<file path="config.mk">
export PLATFORM = sky130hd
export DESIGN_NAME = mem_arbiter
export DESIGN_NICKNAME = d
export VERILOG_FILES = /design/src/rtl/cpu_types_pkg.sv /design/src/rtl/mem_arbiter.sv
export SDC_FILE = /design/constraint.sdc
export NUM_CORES = 1
export LEC_CHECK = 0
export BUFFER_PORTS_ARGS = -buffer_cell sky130_fd_sc_hd__buf_2
export CORE_AREA = 3 3 103 105
export DETAILED_ROUTE_END_ITERATION = 8
export DIE_AREA = 0 0 106 108
export PLACE_DENSITY_LB_ADDON = 0.15
export SLEW_MARGIN = 20
export SYNTH_ARGS = -nofsm -noshare
export SYNTH_HDL_FRONTEND = slang
export SYNTH_SLANG_ARGS = --single-unit
</file>
<file path="constraint.sdc">
create_clock -name CLK -period 1.6 [get_ports CLK]
set_input_delay 0.32 -clock CLK [delete_from_list [all_inputs] [get_ports CLK]]
set_output_delay 0.32 -clock CLK [all_outputs]
set_load 0.005 [all_outputs]
</file>
<file path="src/rtl/cpu_types_pkg.sv">
// Shared CPU types: machine word, RAM port state and memory arbiter state.
package cpu_types_pkg;

  typedef logic [31:0] word_t;

  typedef enum logic [1:0] {
    FREE   = 2'd0,
    BUSY   = 2'd1,
    ACCESS = 2'd2,
    ERROR  = 2'd3
  } ramstate_t;

  typedef enum logic [1:0] {
    IDLE = 2'd0,
    IGNT = 2'd1,
    DGNT = 2'd2
  } arb_state_t;

endpackage

</file>
<file path="src/rtl/mem_arbiter.sv">
// Arbitrates the single-port RAM between instruction fetch and data load/store.
// Data wins by default; a starvation counter forces a fetch grant after STARVE_MAX losses.
module mem_arbiter
  import cpu_types_pkg::*;
#(
  parameter int STARVE_MAX = 4,
  parameter int TIMEOUT    = 64
) (
  input  logic       CLK,
  input  logic       nRST,
  input  logic       iREN,
  input  word_t      iaddr,
  output word_t      iload,
  output logic       iwait,
  input  logic       dREN,
  input  logic       dWEN,
  input  word_t      daddr,
  input  word_t      dstore,
  output word_t      dload,
  output logic       dwait,
  output logic       ramREN,
  output logic       ramWEN,
  output word_t      ramaddr,
  output word_t      ramstore,
  input  word_t      ramload,
  input  ramstate_t  ramstate,
  output logic       err,
  output arb_state_t state
);

  localparam int SW = $clog2(STARVE_MAX + 1);
  localparam int TW = $clog2(TIMEOUT + 1);

  logic [SW-1:0] starve_cnt;
  logic [TW-1:0] tmo_cnt;

  logic dreq;
  logic grant_req;
  logic done_i;
  logic done_d;

  // Handshake: a requester holds its request until its wait goes low; the
  // cycle with request high and wait low is the one in which the access
  // completes and load data is valid. A side that is not requesting sees wait=0.
  assign dreq      = dREN | dWEN;
  assign grant_req = (state == IGNT) ? iREN : dreq;
  assign done_i    = (state == IGNT) && iREN && (ramstate == ACCESS);
  assign done_d    = (state == DGNT) && dreq && (ramstate == ACCESS);

  assign iwait = iREN & ~done_i;
  assign dwait = dreq & ~done_d;
  assign iload = ramload;
  assign dload = ramload;

  always_comb begin
    ramREN   = 1'b0;
    ramWEN   = 1'b0;
    ramaddr  = '0;
    ramstore = '0;
    case (state)
      IGNT: begin
        ramREN  = 1'b1;
        ramaddr = iaddr;
      end
      DGNT: begin
        ramREN   = dREN & ~dWEN;
        ramWEN   = dWEN;
        ramaddr  = daddr;
        ramstore = dstore;
      end
      default: ;
    endcase
  end

  always_ff @(posedge CLK or negedge nRST) begin
    if (!nRST) begin
      state      <= IDLE;
      starve_cnt <= '0;
      tmo_cnt    <= '0;
      err        <= 1'b0;
    end else begin
      err <= 1'b0;
      case (state)
        IDLE: begin
          tmo_cnt <= '0;
          if (dreq && (starve_cnt < SW'(STARVE_MAX))) begin
            state <= DGNT;
            if (iREN) starve_cnt <= starve_cnt + 1'b1;
          end else if (iREN) begin
            state      <= IGNT;
            starve_cnt <= '0;
          end
        end
        IGNT, DGNT: begin
          if (!grant_req) begin
            state <= IDLE;
          end else if (ramstate == ACCESS) begin
            state <= IDLE;
          end else if (ramstate == ERROR) begin
            state <= IDLE;
            err   <= 1'b1;
          end else if (tmo_cnt == TW'(TIMEOUT - 1)) begin
            state <= IDLE;
            err   <= 1'b1;
          end else begin
            tmo_cnt <= tmo_cnt + 1'b1;
          end
        end
        default: state <= IDLE;
      endcase
      // A fetch that is no longer waiting has nothing to be starved of.
      if (!iREN) starve_cnt <= '0;
    end
  end

endmodule

</file>
==> results of run 1 <==
[worst min-delay path by stage]
stage / to / slack [ns]
after floorplan: err / 0.02
after global placement: tmo_cnt[1] / 0.24
after detailed placement: tmo_cnt[1] / 0.24
after CTS: starve_cnt[1] / 0.39
after global routing: starve_cnt[1] / 0.41
final: starve_cnt[2] / 0.39
[flip-flops by register name (all words and copies together) (netlist names)]
| name | count |
|---|---|
| starve_cnt | 3 |
| err | 1 |
| state | 2 |
| tmo_cnt | 7 |
[metal layers]
layer | share of wire | track usage | vias up
met5 | 0 | 0 | -
met4 | 0.014 | 0.0370 | 0
met3 | 0.10 | 0.0543 | 11
met2 | 0.50 | 0.248 | 139
met1 | 0.38 | 0.164 | 1006
li1 | - | - | 1061
[stage by stage]
step	hold WS (ns)	setup TNS [ns]
after floorplan	0.0244	-0.588
after global placement	0.237	-2.96
after detailed placement	0.237	-4.02
after CTS	0.388	-17.29
after global routing	0.406	-23.83
final	0.385	-17.36
[power by group]
part	switching [mW]	total [mW]	internal (mW)	leakage [nW]
Clock	0.127	0.303	0.176	0.0228
Combinational	1.82	4.30	2.48	1.45
Sequential	0.0520	0.449	0.397	0.176
[worst register-to-register path: stages, from the launching register on]
cell      delay, ns
dfrtp_1        0.40
buf_6          0.14
ha_4           0.18
buf_4          0.14
buf_6          0.11
nand2b_4       0.07
nand4b_4       0.11
or2_4          0.28
a311o_1        0.26
[kinds of logic after synthesis]
family                   count (synthesis)  synth area share
AO/OA/AOI/OAI                           49             0.183
XOR/XNOR                                 2           0.00892
adder cells (fa/ha/maj)                  5            0.0318
buffers and inverters                   84             0.289
flip-flops                              13             0.166
multiplexers                             5            0.0255
AND/OR/NAND/NOR                         93             0.296
[layout make-up]
| type | count | area [um2] |
|---|---|---|
| well taps | 133 | 166 |
| flip-flops and latches | 13 | 325 |
| repair buffers | 213 | 1440 |
| clock buffers | 4 | 45.0 |
| fillers | 1054 | 6490 |
| inverters | 4 | 15.0 |
| multi-input cells | 154 | 1250 |
[synth_stat cells, types with 3 or more instances]
cell / number
inv_1: 4
nor3_1: 3
nor2b_1: 36
nand2_1: 6
ha_1: 5
buf_4: 65
clkbuf_1: 13
nand3_1: 4
a22oi_1: 35
dfrtp_1: 13
nand2b_1: 3
o21ai_0: 4
and2_1: 33
mux2i_1: 5
[timing repair]
action                                 CTS  global route
hold buffers                             1             0
gates resized for setup                 58            26
setup buffers                            5             4
endpoints found under the hold margin   13             0
setup endpoints to repair               77            81
pin swaps                               13            15
cloned                                   3             0
==> run_results.csv, run 1 <==
group,metric,value,unit
timing,tightest_slew,0.337,ns
cts,numCtsBuffers,3,
yosys,synth_top_area_frac,0.248,
worst_setup_path,rr_startpoint,"state[0]",
worst_setup_path,cp.required,1.28,ns
grt,grt_pass1_vias,2240,
grt,antenna_found_initial,0,
worst_setup_path,crit_end,"ramaddr[21]",
hold_path,whs_path_depth,2,
layout,final_common_cell,"buf_2",
yosys,synth.avg_cell_area,7.83,um2
timing,hold_viol_final,0,
cts,cts_num_sinks,13,
cts,root_buffer,"clkbuf_8",
grt,grtUsageTotal,0.142,
power_and_ir_drop,powerDensity,1560,nW/um2
placement,gp_congestion,0.757,
timing,max_freq,514,MHz
timing,period_share,1.22,
layout,diodes,0,
yosys,synth-async-reset-ratio,1.00,
worst_setup_path,cp_slowest_stage_delay,0.40,ns
placement,post-place-ws,-0.183,ns
floorplanning,die-area,11400,um2
yosys,synth_nets,391,
power_and_ir_drop,power,5.05,mW
yosys,ys_warn_count,0,
timing,skew,0.00177,ns
worst_setup_path,worstSetupStartpoint,"state[0]",
cts,cts_buffer_depth,2,
grt,grt_max_degree,23,
floorplanning,die_height,108,um
yosys,synth_top_area_cell,"buf_4",
worst_setup_path,reg2regPathDepth,8,
drt,drt-initial-drc-count,108,
yosys,synth_cell_types,33,
placement,dp.cells,504,
drt,dr.pass1.iters,4,
layout,final_util,0.333,
layout,layout.nets,529,
run_status,status,"finished with violations",
worst_setup_path,r2r-end,"tmo_cnt[5]",
yosys,syn_area,1960,um2
worst_setup_path,arrival,1.63,ns
worst_setup_path,worstPathMaxFanout,21,
drt,finalWirelength,8940,um
yosys,ys_seq_area_frac,0.166,
power_and_ir_drop,p_leak,1.65,nW
worst_setup_path,cp_top_family,"buffers and inverters",
grt,grt_pass1_wl,12700,um
yosys,netlist_instances,251,
worst_setup_path,end_kind,"output port",
layout,final_area,3240,um2
placement,placed_area,2680,um2
run_status,violations,"negative setup slack",
worst_setup_path,critPathBufInv,3,
layout,final_cell_mix,"158 x buf_2, 36 x nor2b_1, 26 x buf_6, 19 x a22oi_1",
floorplanning,coreArea,9730,um2
floorplanning,start_util,0.202,
cts,cts_tree,"done",
timing,fin_ws,-0.346,ns
yosys,synth-seq-cells,13,
worst_setup_path,reg2reg_setup_slack,-0.20,ns
drt,routedWlPerCell,17.2,um
placement,portBuffers,173,
drt,drtAntennaViolNets,0,
timing,rsz0062_at_grt,"true",
placement,post-dp-hpwl,7190,um
drt,vias_per_cell,4.26,
floorplanning,ios,270,
worst_setup_path,cp_slowest_cell,"dfrtp_1",
worst_setup_path,cp-start-kind,"register",
drt,via_count,2217,
timing,drv_slew,0,
grt,overflow,0,
floorplanning,die_x,106,um
worst_setup_path,worstPathCellList,"inv_2 -> ha_4 -> buf_12 -> a22oi_2 -> nor2b_1 -> buf_2",
yosys,synthTopCellsByArea,"buf_4 25%, dfrtp_1 17%, a22oi_1 13%",
worst_setup_path,path_depth,6,
layout,drive_gt1_frac,0.668,
yosys,synth-main-ff-cell,"dfrtp_1",
layout,fin_cells,521,
timing,slew-limit-headroom,0.775,
floorplanning,rows,36,
power_and_ir_drop,ir_drop,582,uV
timing,setup_viol,77,
job,maxCapViolations,0,
yosys,synth_edf_count,0,
cts,clk_pin_slew,0.06,ns
hold_path,worstHoldStart,"iREN",
timing,fin_crit,1.95,ns
drt,post-route-drc-count,0,
hold_path,hold_class,"primary input to register",
cts,clock_latency,0.25,ns
worst_setup_path,path_class,"register to output port",
cts,htree_num_levels,1,
layout,syn_to_final_growth,64.9,%
No activity file was read; power rests on OpenSTA's default activity.
==> inputs of run 2 (changes only) <==
Settings changed: CORE_AREA 3 3 103 105 to 3 3 104 106, DIE_AREA 0 0 106 108 to 0 0 107 109.
Clock period 1.6 ns to 2 ns, I/O delays scaled along.
==> run_results.csv, run 2 (synthesis results as in run 1) <==
group,metric,value,unit
timing,hold_viol_final,0,
floorplanning,die_height,109,um
worst_setup_path,cp_slowest_cell,"dfrtp_1",
drt,routedWlPerCell,17.2,um
grt,grt_pass1_vias,2058,
run_status,status,"completed",
timing,period_share,0.997,
timing,drv_slew,0,
cts,numCtsBuffers,3,
cts,cts_tree,"done",
timing,rsz0062_at_grt,"true",
drt,finalWirelength,8560,um
worst_setup_path,critPathBufInv,3,
worst_setup_path,arrival,1.59,ns
cts,cts_buffer_depth,2,
layout,fin_cells,498,
grt,overflow,0,
grt,grt_pass1_wl,11800,um
floorplanning,die_x,107,um
drt,post-route-drc-count,0,
power_and_ir_drop,ir_drop,465,uV
worst_setup_path,worstPathCellList,"buf_4 -> ha_4 -> buf_12 -> and3b_1 -> o21a_1 -> buf_2",
timing,fin_tns_setup,0,ns
timing,slew-limit-headroom,0.693,
grt,grt_max_degree,25,
worst_setup_path,cp_top_family,"buffers and inverters",
drt,vias_per_cell,4.22,
placement,post-dp-hpwl,7090,um
floorplanning,die-area,11700,um2
floorplanning,start_util,0.199,
worst_setup_path,crit_end,"ramREN",
timing,fin_ws,0.00694,ns
timing,skew,0.00145,ns
placement,post-place-ws,0.137,ns
worst_setup_path,worstPathMaxFanout,24,
cts,clock_latency,0.24,ns
cts,cts_num_sinks,13,
layout,drive_gt1_frac,0.614,
job,maxCapViolations,0,
layout,layout.nets,506,
floorplanning,rows,36,
worst_setup_path,cp-start-kind,"register",
worst_setup_path,path_class,"register to output port",
floorplanning,ios,270,
floorplanning,coreArea,9860,um2
layout,final_util,0.289,
layout,nFillCells,1078,
worst_setup_path,reg2reg_setup_slack,0.21,ns
power_and_ir_drop,power,3.38,mW
timing,fin_crit,1.99,ns
worst_setup_path,path_depth,6,
cts,cts_hold_buf,0,
worst_setup_path,cp.required,1.60,ns
placement,dp.cells,490,
layout,diodes,0,
grt,grtUsageTotal,0.129,
timing,setup_viol,0,
timing,max_freq,502,MHz
timing,tightest_slew,0.457,ns
worst_setup_path,reg2regPathDepth,6,
drt,dr.pass1.iters,4,
hold_path,hold_class,"primary input to async pin",
drt,via_count,2100,
power_and_ir_drop,powerDensity,1190,nW/um2
layout,regMostFlops,"tmo_cnt",
worst_setup_path,r2r-end,"tmo_cnt[1]",
cts,htree_num_levels,1,
layout,final_cell_mix,"173 x buf_2, 35 x nor2b_1, 33 x and2_1, 21 x a22oi_2, 14 x a22oi_1",
placement,portBuffers,173,
worst_setup_path,end_kind,"output port",
layout,final_common_cell,"buf_2",
placement,gp_congestion,0.724,
grt,antenna_found_initial,0,
worst_setup_path,cp_slowest_stage_delay,0.39,ns
worst_setup_path,rr_startpoint,"state[0]",
layout,largest_register_ffs,7,
layout,syn_to_final_growth,45.4,%
cts,root_buffer,"clkbuf_8",
drt,drtAntennaViolNets,0,
layout,top_regs,"tmo_cnt x7, starve_cnt x3, state x2",
worst_setup_path,worstSetupStartpoint,"state[1]",
power_and_ir_drop,p_leak,1.46,nW
drt,drt-initial-drc-count,112,
cts,clk_pin_slew,0.06,ns
## run 2: timing repair
| item | 4_1_cts | 5_1_grt |
|---|---|---|
| cloned | 1 | 1 |
| pin swaps | 0 | 5 |
| endpoints found under the setup margin | 31 | 45 |
| buffers inserted | 1 | 1 |
| gates resized for setup | 11 | 29 |
## run 2: final cells by class
cell class	instances	area, um2	share of cell area
repair buffers	190	1080	0.379
well taps	133	166	0.0583
clock buffers	4	45.0	0.0158
multi-input cells	154	1220	0.426
flip-flops and latches	13	327	0.114
inverters	4	17.5	0.00613
## run 2: power breakdown
part	total [mW]	internal (mW)	switching [mW]
registers	0.370	0.319	0.0503
clock network	0.237	0.141	0.0965
logic	2.78	1.47	1.31
## run 2: per-layer routing
layer  vias to the layer above  track usage  routed length (um)
li1                       1013            -                   -
met1                       938        0.145                3220
met2                       147        0.225                4170
met3                         2       0.0752                1140
met4                         0      0.00548                  17
met5                         -            0                   0
## run 2: how the worst min path moves through the flow
stage,startpoint,to,cells after the start
5_1_grt,nRST,tmo_cnt[2],1
2_1_floorplan,nRST,err,0
3_3_place_gp,nRST,tmo_cnt[2],1
4_1_cts,nRST,tmo_cnt[2],1
6_report,nRST,tmo_cnt[2],1
3_5_place_dp,nRST,tmo_cnt[2],1
## run 2: stage by stage
step	hold slack (ns)	cell area [um2]
detailed placement	0.320	2560
floorplan	0.104	1960
global route	0.0524	2860
global placement	0.313	2560
finish	0.0417	2860
CTS	0.0548	2690
